File: src/rtl/uart_baud_timer.sv
// uart_baud_timer
// Bit-timing generator for the UART TX and RX paths. One accepted start request runs
// one frame of nb bit periods, each div sysclk cycles long. In TX mode the strobe
// fires at the start of each bit. In RX mode it fires at the bit centre.
// The divisor, the frame length and the mode are captured when the frame starts.
//
// Ports
//   sysclk      system clock
//   reset_n     asynchronous active-low reset
//   start       frame request, sampled only while idle
//   enable      gates start acceptance; when low during a frame, the frame pauses
//   abort       synchronous frame cancel, overrides everything except reset
//   mode        0 = TX (tick at bit start), 1 = RX (tick at bit centre)
//   div_val     sysclk cycles per bit (values below 2 are treated as 2)
//   num_bits    bit periods per frame (0 is treated as 1)
//   busy        high while a frame is running
//   bit_tick    one-cycle strobe per bit period
//   bit_idx     index of the current bit period
//   frame_done  one-cycle pulse after a frame completes normally
//
// state | meaning
// ------+----------------------------------------------------------
// IDLE  | waiting for start & enable; frame_done pulses here
// RUN   | frame in progress; cnt and bit_idx advance while enabled

module uart_baud_timer #(
   parameter int DIV_W = 16,
   parameter int NB_W  = 4
) (
   input  logic             sysclk,
   input  logic             reset_n,
   input  logic             start,
   input  logic             enable,
   input  logic             abort,
   input  logic             mode,
   input  logic [DIV_W-1:0] div_val,
   input  logic [NB_W-1:0]  num_bits,
   output logic             busy,
   output logic             bit_tick,
   output logic [NB_W-1:0]  bit_idx,
   output logic             frame_done
);

   typedef enum logic {IDLE, RUN} state_t;

   localparam logic [DIV_W-1:0] DIV_ONE = DIV_W'(1);
   localparam logic [DIV_W-1:0] DIV_TWO = DIV_W'(2);
   localparam logic [NB_W-1:0]  NB_ONE  = NB_W'(1);

   state_t           state;
   logic [DIV_W-1:0] cnt;
   logic [DIV_W-1:0] div;
   logic [NB_W-1:0]  nb;
   logic             md;

   logic [DIV_W-1:0] tick_pos;
   logic             bit_end;
   logic             last_bit;

   assign tick_pos = md ? (div >> 1) : '0;
   assign bit_end  = (cnt == div - DIV_ONE);
   assign last_bit = (bit_idx == nb - NB_ONE);

   // Gating the strobe with enable keeps it to one pulse per bit period. During a
   // pause, cnt is held on the tick position, but no strobe fires until the frame resumes.
   assign bit_tick = (state == RUN) && enable && (cnt == tick_pos);
   assign busy     = (state == RUN);

   always_ff @(posedge sysclk or negedge reset_n) begin
      if (!reset_n) begin
         state      <= IDLE;
         cnt        <= '0;
         bit_idx    <= '0;
         div        <= DIV_TWO;
         nb         <= NB_ONE;
         md         <= 1'b0;
         frame_done <= 1'b0;
      end else begin
         frame_done <= 1'b0;
         if (abort) begin
            state   <= IDLE;
            cnt     <= '0;
            bit_idx <= '0;
         end else begin
            case (state)
               IDLE: begin
                  if (start && enable) begin
                     state   <= RUN;
                     cnt     <= '0;
                     bit_idx <= '0;
                     div     <= (div_val < DIV_TWO) ? DIV_TWO : div_val;
                     nb      <= (num_bits == '0) ? NB_ONE : num_bits;
                     md      <= mode;
                  end
               end
               RUN: begin
                  if (enable) begin
                     if (bit_end) begin
                        cnt <= '0;
                        if (last_bit) begin
                           state      <= IDLE;
                           bit_idx    <= '0;
                           frame_done <= 1'b1;
                        end else begin
                           bit_idx <= bit_idx + NB_ONE;
                        end
                     end else begin
                        cnt <= cnt + DIV_ONE;
                     end
                  end
               end
               default: begin
                  state   <= IDLE;
                  cnt     <= '0;
                  bit_idx <= '0;
               end
            endcase
         end
      end
   end

endmodule
File: config.mk
export PLATFORM = sky130hd
export DESIGN_NAME = uart_baud_timer
export DESIGN_NICKNAME = d
export VERILOG_FILES = /design/src/rtl/uart_baud_timer.sv
export SDC_FILE = /design/constraint.sdc
export NUM_CORES = 1
export LEC_CHECK = 0
export BUFFER_PORTS_ARGS = -buffer_cell sky130_fd_sc_hd__buf_2
export CAP_MARGIN = 20
export CORE_UTILIZATION = 47
export DETAILED_ROUTE_END_ITERATION = 10
export GPL_ROUTABILITY_DRIVEN = 0
export GPL_TIMING_DRIVEN = 0
export PLACE_DENSITY_LB_ADDON = 0.05
export SLEW_MARGIN = 20
export SYNTH_ARGS = -nofsm -noshare
export SYNTH_HDL_FRONTEND = slang
export SYNTH_SLANG_ARGS = --single-unit
File: constraint.sdc
create_clock -name sysclk -period 3.25 [get_ports sysclk]
set_clock_uncertainty 0.2 [all_clocks]
set_input_delay 0.1625 -clock sysclk [delete_from_list [all_inputs] [get_ports sysclk]]
set_output_delay 0.1625 -clock sysclk [all_outputs]
set_load 0.02 [all_outputs]
==> flow_metrics.py <==
metrics = {
    "global_route": {
        "grt_antenna_before_repair": 0,
        "grt_usage_pct": 27.0,
        "grt_max_degree": 44,
        "first_global_vias": 2646,
        "grt_pass1_wl_um": 13500,
        "grt_overflow": 0,
    },
    "synth": {
        "synthFlopType": "dfrtp_1",
        "syn_area_um2": 3060,
        "yosysSeqAreaShare_pct": 35.2,
        "yosysWarnings": 0,
        "ys_async_sr_fraction_pct": 100,
        "yosysUniqueCellTypes": 57,
        "synthTopCellsByArea": "dfrtp_1, xnor2_1, mux2_2",
        "syn_inst": 350,
        "synth_largest_area_cell": "dfrtp_1",
        "ys_ff_latch": 43,
        "avgSynthCellArea_um2": 8.75,
        "synthesis.nets": 380,
        "synth_edf_count": 0,
        "yosysTopAreaCellShare_pct": 33.5,
    },
    "critical_path": {
        "end_kind": "register",
        "worstPathRequired_ps": 3300,
        "rr_endpoint": "bit_idx[2]$_DFFE_PN0P_",
        "arrival_ps": 3130,
        "regToRegStartpoint": "div[0]$_DFFE_PN0P_",
        "cp-start-kind": "register",
        "cpPeakStageDelay_ps": 470,
        "r2r_slack_ps": 160,
        "cp_slowest_cell": "dfrtp_1",
        "crit_chain": "inv_1, ha_2, nor4b_4, xnor2_1, a31oi_1, a31o_2, nor3b_2, and4bb_1, buf_4, mux2_1, nand2_1",
        "cp_max_fo": 6,
        "worstSetupPathType": "reg2reg",
        "rr_worst_depth": 11,
    },
    "sta": {
        "grt_setup_unrepaired": "false",
        "finalHoldViolCount": 0,
        "fin_setup_tns_ps": 0,
        "whs_ps": 128,
        "max_freq_mhz": 324,
        "fin_crit_ps": 3090,
        "relSlewSlack_pct": 33.5,
        "setup_viol": 0,
        "slew_violations": 0,
        "max_slew.worst_pin.slew_ps": 989,
        "fin_crit_sh_pct": 95.0,
    },
    "placed_design": {
        "dp_hpwl_um": 5930,
        "io_buffer_count": 32,
        "dp.cells": 459,
    },
    "floorplanning": {
        "pin_count": 33,
        "core_area_um2": 6310,
        "die_h_um": 82.7,
        "rows": 29,
        "start_util_pct": 48.5,
        "dieArea_um2": 6850,
        "die_width_um": 82.7,
    },
    "cts": {
        "clk-insertion-delay-late_ps": 300,
        "cts_root_buffer": "clkbuf_8",
        "htree_levels": 2,
        "clk_path_buf_depth": 2,
        "clock-sinks": 43,
        "cts.clk_slew.worst_paths_ps": 90,
        "cts_tree": "built",
        "numCtsBuffers": 5,
    },
    "power": {
        "internal-power_mw": 1.05,
        "swShare_pct": 35.4,
        "p_per_area_nw_per_um2": 437,
        "irDropWorstVdd_mv": 0.301,
        "power_frac_comb_pct": 34.1,
        "p_total_mw": 1.62,
        "p_leak_nw": 1.46,
        "p_sw_uw": 573,
        "pwr-share-clk_pct": 24.0,
        "seqPwrFrac_pct": 41.9,
    },
    "drt": {
        "dr.max_layer_used": "met4",
        "wl_per_cell_um": 16.8,
        "vias": 2768,
        "routed_wl_um": 8290,
        "drt_iter0_drc": 164,
        "ant_nets": 0,
        "first_pass_iters": 4,
        "dr_wl_met2_um": 4040,
        "via_per_inst": 5.61,
        "routed-wl-met3_um": 287,
        "wl_met1_um": 3820,
        "drc": 0,
    },
    "final_layout": {
        "fin_cells": 493,
        "fin_util_pct": 58.7,
        "area_growth_syn_to_layout_pct": 20.9,
        "drive_gt1_share_pct": 20.7,
        "finalNetCount": 445,
        "antenna_cells": 0,
    },
    "worst_hold_path": {
        "min-delay-start": "abort",
        "holdPathEnd": "bit_idx[0]$_DFFE_PN0P_",
        "hold_path_class": "in2reg",
        "min_path_cells": 3,
    },
    "flow_run": {
        "maxCapViolCount": 0,
    },
    "run_status": {
        "status": "finished, final reports clean",
    },
}
## routing by layer
metal	global-route usage, %	vias to the layer above
li1	-	1372
met1	35.4	1328
met2	45.7	58
met3	3.85	10
met4	8.45	0
met5	0	-
## cell usage in the layout (no fill, tap or decap), drive strengths merged, types with 2 or more instances in the layout
master       instances
xnor2               31
mux2                13
nand4                8
nor3                13
a22oi                4
a31oi                6
or4                  2
o31ai                2
nor2b                3
dfrtp               41
buf                 41
nand3b               5
inv                 14
a21oi                7
o22ai                4
ha                   4
and4                 2
dfstp                2
or3                  3
and3                 4
or2                  2
or4b                 2
o21a                 2
and2                 2
xor2                12
nor2                28
nand2               34
o21ai               26
nand3               21
clkbuf              23
dlygate4sd3         23
nor4                10
nand2b               3
nor4b                2
## what timing repair did
| item | in CTS | in global routing |
|---|---|---|
| hold buffers | 23 | 0 |
| resized for setup | 1 | 4 |
| buffers inserted | 0 | 3 |
| hold endpoints to repair | 64 | 0 |
| endpoints found under the setup margin | 11 | 15 |
## power groups by stage
| stage | clock, mW | sequential, mW | combinational (mW) |
|---|---|---|---|
| global route | 0.422 | 0.688 | 0.609 |
| global placement | 0 | 0.691 | 0.494 |
| detailed placement | 0 | 0.692 | 0.503 |
| finish | 0.389 | 0.678 | 0.551 |
| floorplan | 0 | 0.668 | 0.388 |
| CTS | 0.394 | 0.681 | 0.529 |
## registers in the layout (all words and copies together), names as in the netlist
register	cells
cnt	16
nb	4
busy	1
frame_done	1
md	1
bit_idx	4
div	16
## per-stage QoR
step	setup WS (ps)	cell area, µm²
6_report	164	3710
5_1_grt	17.7	3710
4_1_cts	9.72	3660
3_5_place_dp	-56.5	3320
3_3_place_gp	-26.1	3320
2_1_floorplan	412	3060
## cells in the mapped netlist (3+ instances only)
library cell	count
buf_6	3
inv_1	14
nor3_1	12
xnor2_1	31
nand3b_1	5
or3_1	3
nor2_1	18
nand3_1	21
mux2_2	12
o22ai_1	4
and3_1	4
nand4_1	8
nor2b_1	3
xor2_1	12
dfrtp_1	41
a31oi_1	6
nand2_1	34
ha_1	4
o21ai_0	26
clkbuf_1	16
a22oi_1	4
a21oi_1	6
nor4_1	8
nor2_2	10
nand2b_1	3
## worst max-delay path by stage
stage	start	endpoint	slack, ps	cells after the start
after floorplan	div[1]$_DFFE_PN1P_	cnt[6]$_DFFE_PN0P_	410	10
final	div[0]$_DFFE_PN0P_	bit_idx[2]$_DFFE_PN0P_	160	11
after detailed placement	div[1]$_DFFE_PN1P_	cnt[7]$_DFFE_PN0P_	-60	10
after CTS	div[1]$_DFFE_PN1P_	cnt[7]$_DFFE_PN0P_	10	10
after global placement	div[1]$_DFFE_PN1P_	cnt[6]$_DFFE_PN0P_	-30	10
after global routing	div[0]$_DFFE_PN0P_	bit_idx[2]$_DFFE_PN0P_	20	11
## kinds of logic (layout without fill, tap and decap cells)
group                      Yosys count  after routing  share of synthesized area [%]
AOI/OAI and AO/OA                   63             63                           12.8
buffers and inverters               36            102                           5.35
and+or+nand+nor                    147            147                           27.6
adders and majority gates            4              4                           1.63
muxes                               14             14                           5.10
DFF                                 43             43                           35.2
xor gates and xnor gates            43             43                           12.3
## worst max-delay path, delay by kind of cell, from the launching register on
| family | cells | cell delay [ps] |
|---|---|---|
| compound gates | 2 | 380 |
| buf+inv | 2 | 290 |
| flops | 1 | 470 |
| mux | 1 | 320 |
| simple gates | 4 | 940 |
| fa+ha+maj | 1 | 250 |
| xor+xnor | 1 | 170 |
## area by class of cell
type	instances	area, µm²
clock buffer	7	96.3
clock inverter	1	7.51
timing repair buffer	58	415
inverter	14	52.6
buffer	22	111
multi-input combinational	271	1850
sequential	43	1080
fill	598	2610
tap	77	96.3
Power figures use the tool's default switching activity.
